$ cat src/rtl/pool_pkg.sv
// Shared types and defaults for the 2x2 max-pool layer sequencer.
package pool_pkg;
  localparam int POOL_PARALLELISM_DEF = 8;
  localparam int ADDR_WIDTH_DEF       = 16;

  typedef enum logic [1:0] {
    IDLE  = 2'd0,
    ISSUE = 2'd1,
    DRAIN = 2'd2,
    DONE  = 2'd3
  } pool_state_e;
endpackage

$ cat src/rtl/pool_sched_if.sv
// Control, feature-memory read and pooled-write signals of the pool sequencer.
interface pool_sched_if import pool_pkg::*; #(
  parameter int ADDR_WIDTH = ADDR_WIDTH_DEF
) ();
  logic                  start;
  logic [7:0]            input_size;
  logic [7:0]            channel;
  logic [ADDR_WIDTH-1:0] in_base;
  logic [ADDR_WIDTH-1:0] out_base;
  logic                  hold;
  logic                  busy;
  logic                  done;
  logic                  rd_en;
  logic [ADDR_WIDTH-1:0] rd_addr_a;
  logic [ADDR_WIDTH-1:0] rd_addr_b;
  logic                  pool_en;
  logic                  row_odd;
  logic                  wr_en;
  logic [ADDR_WIDTH-1:0] wr_addr;

  modport master (
    output start, input_size, channel, in_base, out_base, hold,
    input  busy, done, rd_en, rd_addr_a, rd_addr_b, pool_en, row_odd, wr_en, wr_addr
  );

  modport slave (
    input  start, input_size, channel, in_base, out_base, hold,
    output busy, done, rd_en, rd_addr_a, rd_addr_b, pool_en, row_odd, wr_en, wr_addr
  );
endinterface

$ cat src/rtl/pool_addr_gen.sv
// h/wp/cg walk over the input map with registered read-pair and pooled-write addresses.
module pool_addr_gen import pool_pkg::*; #(
  parameter int POOL_PARALLELISM = POOL_PARALLELISM_DEF,
  parameter int ADDR_WIDTH       = ADDR_WIDTH_DEF
) (
  input  logic                  clk,
  input  logic                  rst,
  input  logic                  load,
  input  logic                  advance,
  input  logic [7:0]            input_size,
  input  logic [7:0]            channel,
  input  logic [ADDR_WIDTH-1:0] in_base,
  input  logic [ADDR_WIDTH-1:0] out_base,
  output logic                  last,
  output logic                  h_lsb,
  output logic [ADDR_WIDTH-1:0] rd_addr_a,
  output logic [ADDR_WIDTH-1:0] rd_addr_b,
  output logic [ADDR_WIDTH-1:0] wr_addr
);
  logic [7:0] size_q, ng_q, h_q, wp_q, cg_q;
  logic [7:0] ng_d, h_d, wp_d, cg_d, half;
  logic [ADDR_WIDTH-1:0] in_base_q, out_base_q, ng_w, rd_off, wr_off;

  assign ng_d = (channel / 8'(POOL_PARALLELISM)) +
                8'((channel % 8'(POOL_PARALLELISM)) != 8'd0);
  assign half  = size_q >> 1;
  assign last  = (h_q == size_q - 8'd1) && (wp_q == half - 8'd1) && (cg_q == ng_q - 8'd1);
  assign h_lsb = h_q[0];

  // cg is innermost, then wp, then h
  always_comb begin
    h_d  = h_q;
    wp_d = wp_q;
    cg_d = cg_q + 8'd1;
    if (cg_q == ng_q - 8'd1) begin
      cg_d = '0;
      wp_d = wp_q + 8'd1;
      if (wp_q == half - 8'd1) begin
        wp_d = '0;
        h_d  = h_q + 8'd1;
      end
    end
  end

  assign ng_w   = ADDR_WIDTH'(ng_q);
  assign rd_off = (ADDR_WIDTH'(h_d) * ADDR_WIDTH'(size_q) + ADDR_WIDTH'({wp_d, 1'b0})) * ng_w
                  + ADDR_WIDTH'(cg_d);
  assign wr_off = (ADDR_WIDTH'(h_d >> 1) * ADDR_WIDTH'(half) + ADDR_WIDTH'(wp_d)) * ng_w
                  + ADDR_WIDTH'(cg_d);

  always_ff @(posedge clk or posedge rst) begin
    if (rst) begin
      size_q     <= '0;
      ng_q       <= '0;
      in_base_q  <= '0;
      out_base_q <= '0;
      h_q        <= '0;
      wp_q       <= '0;
      cg_q       <= '0;
      rd_addr_a  <= '0;
      rd_addr_b  <= '0;
      wr_addr    <= '0;
    end else if (load) begin
      size_q     <= input_size;
      ng_q       <= ng_d;
      in_base_q  <= in_base;
      out_base_q <= out_base;
      h_q        <= '0;
      wp_q       <= '0;
      cg_q       <= '0;
      rd_addr_a  <= in_base;
      rd_addr_b  <= in_base + ADDR_WIDTH'(ng_d);
      wr_addr    <= out_base;
    end else if (advance) begin
      h_q        <= h_d;
      wp_q       <= wp_d;
      cg_q       <= cg_d;
      rd_addr_a  <= in_base_q + rd_off;
      rd_addr_b  <= in_base_q + rd_off + ng_w;
      wr_addr    <= out_base_q + wr_off;
    end
  end
endmodule

$ cat src/rtl/pool_sched.sv
// Layer sequencer for the 2x2 max-pool datapath: read issue, latency alignment, pooled writes.
// Optional: define POOL_SCHED_PERF_EN to add the perf_cycles busy-cycle counter output.
//
// state | meaning
// IDLE  | waiting for start, operands latched on accept
// ISSUE | one read pair per cycle unless hold
// DRAIN | waiting for in-flight reads to reach the write stage
// DONE  | one-cycle done pulse
module pool_sched import pool_pkg::*; #(
  parameter int POOL_PARALLELISM = POOL_PARALLELISM_DEF,
  parameter int ADDR_WIDTH       = ADDR_WIDTH_DEF,
  parameter int RD_LAT           = 1,
  parameter int POOL_LAT         = 2
) (
  input  logic        clk,
  input  logic        rst,
  pool_sched_if.slave bus
`ifdef POOL_SCHED_PERF_EN
  ,
  output logic [31:0] perf_cycles
`endif
);
  localparam int WR_LAT = RD_LAT + POOL_LAT;

  pool_state_e state_q, state_d;
  logic accept, empty_layer, issue, last, h_lsb, busy;
  logic [ADDR_WIDTH-1:0] wr_addr_cur;
  logic [WR_LAT:1] vld_q, odd_q;
  logic [ADDR_WIDTH-1:0] waddr_q [1:WR_LAT];

  assign accept      = (state_q == IDLE) && bus.start;
  assign empty_layer = (bus.channel == 8'd0) || (bus.input_size < 8'd2);

  pool_addr_gen #(
    .POOL_PARALLELISM (POOL_PARALLELISM),
    .ADDR_WIDTH       (ADDR_WIDTH)
  ) u_addr_gen (
    .clk        (clk),
    .rst        (rst),
    .load       (accept),
    .advance    (issue && !last),
    .input_size (bus.input_size),
    .channel    (bus.channel),
    .in_base    (bus.in_base),
    .out_base   (bus.out_base),
    .last       (last),
    .h_lsb      (h_lsb),
    .rd_addr_a  (bus.rd_addr_a),
    .rd_addr_b  (bus.rd_addr_b),
    .wr_addr    (wr_addr_cur)
  );

  always_ff @(posedge clk or posedge rst) begin
    if (rst) state_q <= IDLE;
    else     state_q <= state_d;
  end

  // An empty layer passes through DRAIN so done keeps the same start-to-done shape.
  always_comb begin
    state_d = state_q;
    issue   = 1'b0;
    busy    = 1'b1;
    case (state_q)
      IDLE: begin
        busy = 1'b0;
        if (bus.start) state_d = empty_layer ? DRAIN : ISSUE;
      end
      ISSUE: begin
        issue = !bus.hold;
        if (issue && last) state_d = DRAIN;
      end
      DRAIN:   if (vld_q[WR_LAT-1:1] == '0) state_d = DONE;
      DONE:    state_d = IDLE;
      default: state_d = IDLE;
    endcase
  end

  always_ff @(posedge clk or posedge rst) begin
    if (rst) begin
      vld_q <= '0;
      odd_q <= '0;
      for (int k = 1; k <= WR_LAT; k++) waddr_q[k] <= '0;
    end else begin
      vld_q      <= {vld_q[WR_LAT-1:1], issue};
      odd_q      <= {odd_q[WR_LAT-1:1], issue && h_lsb};
      waddr_q[1] <= issue ? wr_addr_cur : '0;
      for (int k = 2; k <= WR_LAT; k++) waddr_q[k] <= waddr_q[k-1];
    end
  end

  assign bus.rd_en   = issue;
  assign bus.busy    = busy;
  assign bus.done    = (state_q == DONE);
  assign bus.pool_en = vld_q[RD_LAT];
  assign bus.row_odd = odd_q[RD_LAT];
  // even-row pairs only fill the datapath row buffer
  assign bus.wr_en   = vld_q[WR_LAT] && odd_q[WR_LAT];
  assign bus.wr_addr = bus.wr_en ? waddr_q[WR_LAT] : '0;

`ifdef POOL_SCHED_PERF_EN
  always_ff @(posedge clk or posedge rst) begin
    if (rst)         perf_cycles <= '0;
    else if (accept) perf_cycles <= '0;
    else if (busy)   perf_cycles <= perf_cycles + 32'd1;
  end
`endif
endmodule

$ cat src/flat_wrapper.sv
// flat-port wrapper written by rule: the top's interface ports become plain ports
module pool_sched_flat import pool_pkg::*;
#(
  parameter int POOL_PARALLELISM = POOL_PARALLELISM_DEF,
  parameter int ADDR_WIDTH       = ADDR_WIDTH_DEF,
  parameter int RD_LAT           = 1,
  parameter int POOL_LAT         = 2
)
  (clk, rst, bus_start, bus_input_size, bus_channel, bus_in_base, bus_out_base, bus_hold, bus_busy, bus_done, bus_rd_en, bus_rd_addr_a, bus_rd_addr_b, bus_pool_en, bus_row_odd, bus_wr_en, bus_wr_addr);
  pool_sched_if #(.ADDR_WIDTH(ADDR_WIDTH)) bus_i ();
  input  logic clk;
  input  logic rst;
  input wire logic [$bits(bus_i.start)-1:0] bus_start;
  input wire logic [$bits(bus_i.input_size)-1:0] bus_input_size;
  input wire logic [$bits(bus_i.channel)-1:0] bus_channel;
  input wire logic [$bits(bus_i.in_base)-1:0] bus_in_base;
  input wire logic [$bits(bus_i.out_base)-1:0] bus_out_base;
  input wire logic [$bits(bus_i.hold)-1:0] bus_hold;
  output wire logic [$bits(bus_i.busy)-1:0] bus_busy;
  output wire logic [$bits(bus_i.done)-1:0] bus_done;
  output wire logic [$bits(bus_i.rd_en)-1:0] bus_rd_en;
  output wire logic [$bits(bus_i.rd_addr_a)-1:0] bus_rd_addr_a;
  output wire logic [$bits(bus_i.rd_addr_b)-1:0] bus_rd_addr_b;
  output wire logic [$bits(bus_i.pool_en)-1:0] bus_pool_en;
  output wire logic [$bits(bus_i.row_odd)-1:0] bus_row_odd;
  output wire logic [$bits(bus_i.wr_en)-1:0] bus_wr_en;
  output wire logic [$bits(bus_i.wr_addr)-1:0] bus_wr_addr;
  assign bus_i.start = bus_start;
  assign bus_i.input_size = bus_input_size;
  assign bus_i.channel = bus_channel;
  assign bus_i.in_base = bus_in_base;
  assign bus_i.out_base = bus_out_base;
  assign bus_i.hold = bus_hold;
  assign bus_busy = bus_i.busy;
  assign bus_done = bus_i.done;
  assign bus_rd_en = bus_i.rd_en;
  assign bus_rd_addr_a = bus_i.rd_addr_a;
  assign bus_rd_addr_b = bus_i.rd_addr_b;
  assign bus_pool_en = bus_i.pool_en;
  assign bus_row_odd = bus_i.row_odd;
  assign bus_wr_en = bus_i.wr_en;
  assign bus_wr_addr = bus_i.wr_addr;
  pool_sched #(.POOL_PARALLELISM(POOL_PARALLELISM), .ADDR_WIDTH(ADDR_WIDTH), .RD_LAT(RD_LAT), .POOL_LAT(POOL_LAT)) u_core (.clk(clk), .rst(rst), .bus(bus_i));
endmodule
$ cat config.mk
export PLATFORM = sky130hd
export DESIGN_NAME = pool_sched_flat
export DESIGN_NICKNAME = d
export VERILOG_FILES = /design/src/rtl/pool_pkg.sv /design/src/rtl/pool_sched_if.sv /design/src/rtl/pool_addr_gen.sv /design/src/rtl/pool_sched.sv /design/src/flat_wrapper.sv
export SDC_FILE = /design/constraint.sdc
export NUM_CORES = 1
export LEC_CHECK = 0
export ABC_AREA = 1
export CORE_AREA = 2 2 185 187
export DETAILED_ROUTE_END_ITERATION = 6
export DIE_AREA = 0 0 187 189
export MAX_ROUTING_LAYER = met4
export PLACE_DENSITY = 0.73
export SLEW_MARGIN = 20
export SYNTH_ARGS = -nofsm -noshare
export SYNTH_HDL_FRONTEND = slang
export SYNTH_HIERARCHICAL = 1
export SYNTH_SLANG_ARGS = --single-unit
$ cat constraint.sdc
create_clock -name clk -period 9.5 [get_ports clk]
set_input_delay 0.95 -clock clk [delete_from_list [all_inputs] [get_ports clk]]
set_output_delay 0.95 -clock clk [all_outputs]
set_load 0.02 [all_outputs]
# Word-level counts from Yosys, hierarchy flattened
# Index checks and enable logic that the tools add are counted.
[classes]
addsub = 15
mul = 4
n_lt_le_gt_ge = 1
n_eq_ne = 9
n_mux = 26
reduce_logical = 16
[ops]
columns = ["op", "count"]
rows = [
  ["16-bit 2-to-1 mux", 8],
  ["8-bit 2-to-1 mux", 11],
  ["16-bit by 8-bit adder with 16-bit output", 3],
  ["16-bit adder", 2],
  ["8-bit by 1-bit adder with 8-bit output (second input constant)", 3],
  ["8-bit equality test", 3],
  ["16-bit by 6-bit adder with 16-bit output", 1],
  ["16-bit by 9-bit adder with 16-bit output", 1],
  ["15-bit by 8-bit multiplier with 16-bit output", 1],
  ["16-bit by 8-bit multiplier with 16-bit output", 1],
  ["8-bit by 8-bit multiplier with 16-bit output", 1],
  ["8-bit by 1-bit subtractor with 8-bit output (second input constant)", 2],
  ["14-bit by 8-bit adder with 15-bit output", 1],
  ["7-bit by 7-bit multiplier with 14-bit output", 1],
  ["8-bit zero test", 1],
  ["8-bit by 2-bit less-than comparator with 1-bit output (second input constant)", 1],
  ["2-bit 2-to-1 mux", 4],
  ["2-bit case mux with 4 select lines", 1],
  ["8-bit nonzero test", 1],
  ["7-bit by 1-bit subtractor with 8-bit output (second input constant)", 1],
  ["1-bit logical AND", 7],
  ["5-bit by 1-bit adder with 6-bit output", 1],
  ["2-bit equality test (second input constant)", 2],
  ["2-bit zero test", 2],
  ["8 further kinds", 11],
]
[totals]
regBits = 176
out_inout_bits = 54

# Logic depth before layout (Yosys ltp)
# Gate-level depths: netlist (run 1).
[logic_depth]
word_depth = 12
ltp_mapped = 58
ltp_nobuf = 57

# Modules after synthesis
# The synthesis (run 1) kept the hierarchy.
[modules_own_cells]
columns = ["mod", "n_inst", "cells_per_inst", "area_per_inst_um2", "seq_area_each_um2"]
rows = [
  ["pool_addr_gen", 1, 2116, 16199.3, 2952.8],
  ["pool_sched", 1, 182, 1955.6, 1401.3],
]

# Worst setup path before layout (run 1)
# Ideal clock, no wire load.
[synth_timing]
kind = "register -> register"
from = "register u_core.u_addr_gen.ng_q[0]"
to = "register u_core.u_addr_gen.wr_addr[14]"
setup_ns = 0.138
t_arrival_ns = 9.564
slack_ns = -0.202
path_stages_with_launch = 51
path_buffers = 1
path_cell_list = "dfrtp_1 buf_2 inv_1 ha_1 nand3_2 xor2_1 nand2_1 inv_1 or2_1 nor2_2 nand3_2 nor2_4 inv_2 nor2_4 nand3_2 nor3_4 xor2_2 inv_2 [... 15 more ...] fa_1 inv_1 fa_1 inv_1 fa_1 inv_1 ha_1 ha_1 inv_1 nor4_1 nand3_1 o2111ai_1 nand2_1 inv_1 o21ai_0 nand2_1 xor2_1 o211ai_1"
[synth_via]
elab_chain_len = 10
elab_cells_between_ends = 16
classes_between = "add/sub: 4; mul: 2; eq/ne: 1; mux: 5; reduce/logical: 4"
[synth_rtl]
columns = ["element", "line", "text"]
rows = [
  ["start, declared", "pool_addr_gen.sv:20", "logic [7:0] size_q, ng_q, h_q, wp_q, cg_q;"],
  ["start signal, assigned", "pool_addr_gen.sv:65", "ng_q <= ng_d;"],
  ["8-bit by 1-bit subtractor with 8-bit output", "pool_addr_gen.sv:27, pool_addr_gen.sv:35", ""],
  ["8-bit equality test", "pool_addr_gen.sv:27, pool_addr_gen.sv:35", ""],
  ["8-bit 2-to-1 mux", "pool_addr_gen.sv:35", "if (cg_q == ng_q - 8'd1) begin"],
  ["7-bit by 7-bit multiplier with 14-bit output", "pool_addr_gen.sv:48", "assign wr_off = (ADDR_WIDTH'(h_d >> 1) * ADDR_WIDTH'(half) + ADDR_WIDTH'(wp_d)) * ng_w"],
  ["14-bit by 8-bit adder with 15-bit output", "pool_addr_gen.sv:48", ""],
  ["15-bit by 8-bit multiplier with 16-bit output", "pool_addr_gen.sv:48", ""],
  ["16-bit by 8-bit adder with 16-bit output", "pool_addr_gen.sv:49", "+ ADDR_WIDTH'(cg_d);"],
  ["16-bit adder", "pool_addr_gen.sv:80", "wr_addr <= out_base_q + wr_off;"],
  ["16-bit 2-to-1 mux", "pool_addr_gen.sv:74", "end else if (advance) begin"],
  ["16-bit 2-to-1 mux", "pool_addr_gen.sv:63", "end else if (load) begin"],
  ["end signal, assigned", "pool_addr_gen.sv:73", "wr_addr <= out_base;"],
  ["end signal, assigned", "pool_addr_gen.sv:80", ""],
  ["end, declared", "pool_addr_gen.sv:18", "output logic [ADDR_WIDTH-1:0] wr_addr"],
]
# Parallel ways exist; a longest one is shown, timed or not. The select of a mux whose other input is x is not followed.
# A chain may end at the register's enable or synchronous reset.

# Final worst setup path (run 1)
[layout_timing]
from = "register u_core.u_addr_gen.ng_q[0]"
to = "register u_core.u_addr_gen.rd_addr_b[14]"
[layout_via]
elab_chain_len = 11
elab_cells_between_ends = 17
classes_between = "add/sub: 5; mul: 2; eq/ne: 1; mux: 5; reduce/logical: 4"
[layout_rtl]
columns = ["element", "line", "text"]
rows = [
  ["8-bit by 1-bit subtractor with 8-bit output", "pool_addr_gen.sv:27, pool_addr_gen.sv:35", ""],
  ["8-bit equality test", "pool_addr_gen.sv:27, pool_addr_gen.sv:35", ""],
  ["8-bit 2-to-1 mux", "pool_addr_gen.sv:35", ""],
  ["8-bit by 8-bit multiplier with 16-bit output", "pool_addr_gen.sv:46", "assign rd_off = (ADDR_WIDTH'(h_d) * ADDR_WIDTH'(size_q) + ADDR_WIDTH'({wp_d, 1'b0})) * ng_w"],
  ["16-bit by 9-bit adder with 16-bit output", "pool_addr_gen.sv:46", ""],
  ["16-bit by 8-bit multiplier with 16-bit output", "pool_addr_gen.sv:46", ""],
  ["16-bit by 8-bit adder with 16-bit output", "pool_addr_gen.sv:47", "+ ADDR_WIDTH'(cg_d);"],
  ["16-bit adder", "pool_addr_gen.sv:79", "rd_addr_b <= in_base_q + rd_off + ng_w;"],
  ["16-bit by 8-bit adder with 16-bit output", "pool_addr_gen.sv:79", ""],
  ["16-bit 2-to-1 mux", "pool_addr_gen.sv:74", ""],
  ["16-bit 2-to-1 mux", "pool_addr_gen.sv:63", ""],
  ["end signal, assigned", "pool_addr_gen.sv:72", "rd_addr_b <= in_base + ADDR_WIDTH'(ng_d);"],
  ["end signal, assigned", "pool_addr_gen.sv:79", ""],
  ["end, declared", "pool_addr_gen.sv:17", "output logic [ADDR_WIDTH-1:0] rd_addr_b,"],
]
# Parallel ways exist; a longest one is shown, timed or not. The select of a mux whose other input is x is not followed.

==> key figures, run 1 <==
Yosys
  • Mapped Avg Cell Area: 7.90 um2
  • Synthesized area: 18200 um2
  • Number of synthesized flops with an enable pin: 0
  • Syn Nets: 2711
  • Post-synthesis cell count: 2298
  • Synth warnings: 6
  • Synthesis-stage register bit count: 174
  • Register area share after synthesis: 0.240
  • Main synth FF type: dfrtp_1
  • Synth async-reset ratio: 1.00
  • Cell variety after synth: 55

GRT
  • First-pass GRT wire length: 87400 um
  • GR Overflow Total: 0
  • GRT Total Usage: 0.321
  • Vias in the first global route: 17600
  • Largest net degree at the start of global routing: 65
  • Antenna violations before repair: 2

Placed design
  • HPWL after DPL: 41100 um
  • Port Buffer Count: 105
  • Worst slack, placed: -0.851 ns
  • Placer's final routability congestion estimate: 0.929
  • Dpl cells: 3056

Setup path
  • Endpoint class of the critical path: flop
  • CP required: 9.88 ns
  • Reg2Reg Launch Point: u_core/u_addr_gen/ng_q[0]$_DFFE_PP0P_
  • CP Launch Type: flop
  • Crit path max fanout: 3
  • WP data arrival: 10.49 ns
  • Max stage delay on crit path: 0.57 ns
  • Crit. Startpoint: u_core/u_addr_gen/ng_q[0]$_DFFE_PP0P_
  • Slowest cell on crit path: fa_2
  • Most frequent cell on the critical path: inv_1
  • Critical path class: reg2reg

Hold path
  • Hold path startpoint: u_core/waddr_q[28]$_DFF_PP0_
  • Hold Path Class: reg2reg

Floorplanning
  • Core ar.: 33300 um2
  • Num ports: 106
  • Die Height: 189 um
  • Initial Util: 0.546
  • Die width: 187 um
  • FP Rows: 67
  • Die area: 35300 um2

CTS
  • CTS Buffer Depth: 2
  • Clock Root Buffer: clkbuf_16
  • CTS Buf Count: 17
  • Clock Latency Late Sink: 0.45 ns
  • CTS tree: built
  • Worst-path clk slew: 0.08 ns
  • H-tree depth: 4
  • CTS Sinks: 174

STA
  • Max Transition Viols Final: 0
  • Post-route clock period utilization: 1.06
  • Max Freq: 0.0989 GHz
  • Layout Skew: 0.0171 ns
  • Minimum clock period: 10.11 ns
  • Setup violators final: 23
  • RSZ-0062 raised after global routing: true
  • Relative slew slack: 0.394
  • Hold Vio Cnt, Final: 0
  • Slack of the critical path: -0.606 ns
  • Worst-margin pin slew: 0.909 ns

Cells and area
  • Synth-to-layout area growth: 32.4%
  • Non-filler cells, final: 3149
  • Final core occ: 0.722
  • Fin nets: 3100
  • Layout cell share with drive strength beyond 1: 0.232

Drt
  • Residual DRC count: 0
  • Routed len/inst: 17.6 um
  • Via density: 5.35
  • Final antenna-violating net count: 0
  • Via count: 16800
  • TritonRoute pass-1 iters: 6
  • Overall routed net length: 55400 um
  • DRT iter0 DRCs: 1113

Outcome
  • Status: finished with violations
  • Failing checks: negative setup slack

Flow run
  • Maxcap violations: 0
[synth_stat cells (5+ instances only)]
cell type,n,area share
inv_1,525,0.11
nand2_1,482,0.10
nor2_1,212,0.044
fa_1,188,0.21
dfrtp_1,174,0.24
ha_1,173,0.12
nand3_1,97,0.027
o21ai_0,80,0.022
a21oi_1,56,0.015
xor2_1,52,0.025
clkbuf_1,44,0.0091
o22ai_1,28,0.0096
xnor2_1,25,0.012
o211ai_1,23,0.0095
nor3_1,22,0.0061
nand4_1,21,0.0072
nand3b_1,9,0.0037
a31oi_1,8,0.0028
inv_2,8,0.0017
or2_2,8,0.0028
buf_2,5,0.0014
[stage by stage]
step / TNS (ns) / hold slack [ns] / cell area, um2
global route: -19.55 / 0.354 / 24000
floorplan: -0.0124 / 0.331 / 18300
CTS: -6.04 / 0.344 / 23200
detailed placement: -13.44 / 0.336 / 21600
global placement: -11.17 / 0.331 / 21600
finish: -7.56 / 0.346 / 24000
[layout by cell type, fill, tap and decap left out, types with 21 or more instances in the layout]
cell / count
ha_4: 34
buf_6: 25
xor2_1: 42
o22ai_1: 28
nand4_1: 21
ha_1: 137
nand2_2: 33
nor2_1: 189
o21ai_0: 57
buf_4: 295
clkdlybuf4s50_1: 105
fa_1: 179
inv_2: 43
dfrtp_1: 174
nand3_1: 82
inv_1: 484
o211ai_1: 23
xnor2_1: 21
nand2_1: 436
a21oi_1: 30
[worst paths after layout]
check / to / slack, ns / cells after the start
worst max-delay path: u_core/u_addr_gen/rd_addr_b[14]$_DFFE_PP0P_ / -0.61 / 54
worst min-delay path: u_core/waddr_q[12]$_DFF_PP0_ / 0.35 / 0
worst max register to register: u_core/u_addr_gen/rd_addr_b[14]$_DFFE_PP0P_ / -0.61 / 54
worst min register to register: u_core/waddr_q[12]$_DFF_PP0_ / 0.35 / 0
max in group asynchronous: u_core/u_addr_gen/in_base_q[11]$_DFFE_PP0P_ / 7.12 / 3
min in group asynchronous: u_core/u_addr_gen/wr_addr[10]$_DFFE_PP0P_ / 1.05 / 2
[critical path: cells and delay by family, from the launching register on]
| kind | cells | cell delay, ns |
|---|---|---|
| adders and majority gates | 13 | 5.18 |
| and+or+nand+nor | 18 | 2.09 |
| buffers and inverters | 17 | 1.53 |
| xor gates and xnor gates | 3 | 0.49 |
| DFF | 1 | 0.40 |
| AOI/OAI and AO/OA | 3 | 0.34 |
[what timing repair did]
action	in CTS	in global routing
endpoints found under the setup margin	27	31
hold buffers	0	0
setup buffers	40	31
gates resized for setup	160	160
pin swaps	118	158
[cells by family (layout without fill, tap and decap cells)]
group                    count (synthesis)  count (layout)  share of synthesized area
other                                    0               1                          0
AO/OA/AOI/OAI                          215             215                     0.0680
AND/OR/NAND/NOR                        878             878                      0.203
buffers and inverters                  591             993                      0.124
flip-flops                             174             174                      0.240
adder cells (fa/ha/maj)                361             361                      0.327
XOR/XNOR                                79              79                     0.0389
[layout make-up]
| type | instances | area [um2] |
|---|---|---|
| fill | 2426 | 9240 |
| clock buffer | 17 | 425 |
| timing repair buffer | 425 | 3550 |
| clock inverter | 15 | 215 |
| antenna | 1 | 2.50 |
| tap | 448 | 561 |
| multi-input combinational | 1533 | 12900 |
| sequential | 174 | 4350 |
| inverter | 536 | 2030 |
[registers in the layout (all words and copies together), names as in the netlist]
name,flops
u_core/u_addr_gen/size_q,8
u_core/state_q,2
u_core/vld_q,3
u_core/odd_q,3
u_core/u_addr_gen/rd_addr_a,16
u_core/u_addr_gen/ng_q,6
u_core/u_addr_gen/wr_addr,16
u_core/u_addr_gen/rd_addr_b,16
u_core/u_addr_gen/out_base_q,16
u_core/u_addr_gen/h_q,8
u_core/u_addr_gen/cg_q,8
u_core/u_addr_gen/in_base_q,16
u_core/waddr_q,48
u_core/u_addr_gen/wp_q,8
[routing by layer]
metal,track usage,wire (um)
met3,0.0454,3160
met2,0.557,27600
met4,0.123,2650
met1,0.380,21900
met5,-,0
Power of run 1 is not shown: default switching activity piles up to over one toggle a cycle in this logic, so the estimate is an artifact.
==> run 2: changes to the inputs <==
--- a/config.mk
+++ b/config.mk
@@ -6,6 +6,8 @@
 export NUM_CORES = 1
 export LEC_CHECK = 0
 export ABC_AREA = 1
+export ABC_CLOCK_PERIOD_IN_PS = 9500
+export CAP_MARGIN = 20
 export CORE_AREA = 2 2 185 187
 export DETAILED_ROUTE_END_ITERATION = 6
 export DIE_AREA = 0 0 187 189
==> results of run 2 <==
Same layout as run 1: the final DEF is identical, and so are final timing and power.
Power of run 2 is left out for the same reason.
==> run 3: changes to the inputs <==
--- a/config.mk
+++ b/config.mk
@@ -6,13 +6,13 @@
 export NUM_CORES = 1
 export LEC_CHECK = 0
 export ABC_AREA = 1
-export ABC_CLOCK_PERIOD_IN_PS = 9500
+export ABC_CLOCK_PERIOD_IN_PS = 11900
 export CAP_MARGIN = 20
 export CORE_AREA = 2 2 185 187
 export DETAILED_ROUTE_END_ITERATION = 6
 export DIE_AREA = 0 0 187 189
 export MAX_ROUTING_LAYER = met4
-export PLACE_DENSITY = 0.73
+export PLACE_DENSITY = 0.7
 export SLEW_MARGIN = 20
 export SYNTH_ARGS = -nofsm -noshare
 export SYNTH_HDL_FRONTEND = slang
==> constraint.sdc (replaced) <==
create_clock -name clk -period 11.9 [get_ports clk]
set_input_delay 1.19 -clock clk [delete_from_list [all_inputs] [get_ports clk]]
set_output_delay 1.19 -clock clk [all_outputs]
set_load 0.02 [all_outputs]
==> key figures, run 3 (synthesis results as in run 1) <==
Placed design
  • HPWL after DPL: 40100 um (-2.5%)
  • Placer's final routability congestion estimate: 1.01 (+8.2%)
  • Dpl cells: 2812 (-8.0%)
  • Port Buffer Count: 105 (unchanged)

Setup path
  • Worst path buffer plus inverter count: 11 (-6)
  • Top delay family on crit path: adder cells
  • Slowest cell on crit path: fa_1
  • CP required: 12.23 ns (+2.35 ns)
  • Max stage delay on crit path: 0.58 ns (about the same)
  • WP data arrival: 11.49 ns (+1.00 ns)
  • Endpoint class of the critical path: flop
  • CP Launch Type: flop
  • Crit path max fanout: 12 (+9)
  • Critical path class: reg2reg

STA
  • Hold Slack: 0.347 ns (+0.00131 ns)
  • Post-route clock period utilization: 0.938 (-0.126)
  • Max Freq: 0.0896 GHz (-9.4%)
  • Max Transition Viols Final: 0 (unchanged)
  • Hold Vio Cnt, Final: 0 (unchanged)
  • Relative slew slack: 0.293 (-0.100)
  • Worst-margin pin slew: 1.05 ns (+0.144 ns)
  • Total negative slack: 0 ns (+7.56 ns)
  • Setup violators final: 0 (-100%)
  • Layout Skew: 0.0152 ns (-0.00193 ns)
  • Minimum clock period: 11.16 ns (+1.05 ns)
  • RSZ-0062 raised after global routing: false

GRT
  • Vias in the first global route: 15900 (-9.8%)
  • First-pass GRT wire length: 82300 um (-5.9%)
  • GRT Total Usage: 0.307 (-0.0144)
  • Antenna violations before repair: 0 (-2)
  • GR Overflow Total: 0 (unchanged)
  • Largest net degree at the start of global routing: 68 (+4.6%)

Drt
  • Via density: 5.34 (about the same)
  • Final antenna-violating net count: 0 (unchanged)
  • TritonRoute pass-1 iters: 6 (unchanged)
  • Routed len/inst: 17.4 um (-0.82%)
  • Residual DRC count: 0 (unchanged)
  • DRT iter0 DRCs: 910 (-18%)
  • Overall routed net length: 49600 um (-10%)
  • Via count: 15200 (-9.8%)

Flow run
  • Maxcap violations: 0 (unchanged)

Floorplanning
  • Core ar.: 33300 um2 (unchanged)
  • Initial Util: 0.546 (unchanged)
  • Die width: 187 um (unchanged)
  • Die Height: 189 um (unchanged)
  • FP Rows: 67 (unchanged)
  • Die area: 35300 um2 (unchanged)
  • Num ports: 106 (unchanged)

Cells and area
  • Layout cell share with drive strength beyond 1: 0.0376 (-0.195)
  • Synth-to-layout area growth: 11.5%
  • Most common cell after layout, fill and taps aside: inv_1
  • Top reg by flops: u_core/waddr_q
  • Fin nets: 2796 (-9.8%)
  • Fillers: 2988 (+23%)
  • Non-filler cells, final: 2844 (-9.7%)
  • Max reg flops: 48 (unchanged)
  • Commonest non-fill, non-tap cells in the layout: 520 x inv_1, 482 x nand2_1, 210 x nor2_1
  • Antenna Cells: 0 (-1)

CTS
  • Clock Root Buffer: clkbuf_16
  • Hold buffer count at CTS: 0 (unchanged)
  • CTS Buffer Depth: 2 (unchanged)
  • H-tree depth: 4 (unchanged)
  • CTS Buf Count: 17 (unchanged)
  • Post-CTS Setup Repair Bufs: 0 (-100%)
  • CTS Sinks: 174 (unchanged)
  • Worst-path clk slew: 0.08 ns (about the same)
  • Clock Latency Late Sink: 0.45 ns (about the same)
  • Post-CTS Resized: 0 (-100%)
  • CTS tree: built

Outcome
  • Status: finished, final reports clean

Hold path
  • Hold Path Class: reg2reg
run 3: cell count changes in the layout (fill, tap and decap cells not counted), moves of 29 or more:
cell	before	now
ha_4	34	0
inv_1	484	520
buf_4	295	16
nand2_2	33	4
inv_2	43	11
ha_1	137	173
nand2_1	436	482
run 3: through the flow:
| stage | instance area (um2) | setup slack, ns | util |
|---|---|---|---|
| finish | 20200 | 0.744 | 0.608 |
| floorplan | 18200 | 2.20 | - |
| detailed placement | 19700 | 0.889 | 0.591 |
| global placement | 19700 | 1.06 | 0.591 |
| CTS | 20200 | 0.836 | 0.608 |
| global route | 20200 | 0.0755 | 0.608 |
run 3: routing by layer:
layer / vias up / global-route usage / wire length (um)
li1: 7192 / - / -
met1: 7379 / 0.380 / 21000
met2: 522 / 0.514 / 24300
met3: 98 / 0.0441 / 2700
met4: 0 / 0.112 / 1650
met5: - / - / 0
run 3: final timing paths:
kind	from	endpoint	slack, ns	depth (start not counted)
max in group asynchronous	rst	u_core/u_addr_gen/ng_q[0]$_DFFE_PP0P_	9.65	3
worst min register to register	u_core/waddr_q[34]$_DFF_PP0_	u_core/waddr_q[18]$_DFF_PP0_	0.35	0
worst min-delay path	u_core/waddr_q[34]$_DFF_PP0_	u_core/waddr_q[18]$_DFF_PP0_	0.35	0
worst max register to register	u_core/u_addr_gen/size_q[1]$_DFFE_PP0P_	u_core/u_addr_gen/rd_addr_b[14]$_DFFE_PP0P_	0.74	51
worst max-delay path	u_core/u_addr_gen/size_q[1]$_DFFE_PP0P_	u_core/u_addr_gen/rd_addr_b[14]$_DFFE_PP0P_	0.74	51
min in group asynchronous	rst	u_core/u_addr_gen/wr_addr[15]$_DFFE_PP0P_	1.14	2
run 3: area by class of cell:
class,count,area (um2),share of cell area
multi-input cells,1533,11600,0.571
flip-flops and latches,174,4350,0.215
inverters,536,2020,0.0997
repair buffers,121,1170,0.0578
well taps,448,561,0.0277
clock buffers,19,433,0.0214
clock inverters,13,155,0.00766
run 3: worst register-to-register path, delay by kind of cell (launching register included):
kind | cells | cell delay (ns)
and+or+nand+nor | 19 | 2.52
AOI/OAI and AO/OA | 5 | 0.79
adders and majority gates | 13 | 5.42
buffers and inverters | 11 | 1.07
xor gates and xnor gates | 3 | 0.78
DFF | 1 | 0.47
Power of run 3 is left out for the same reason.
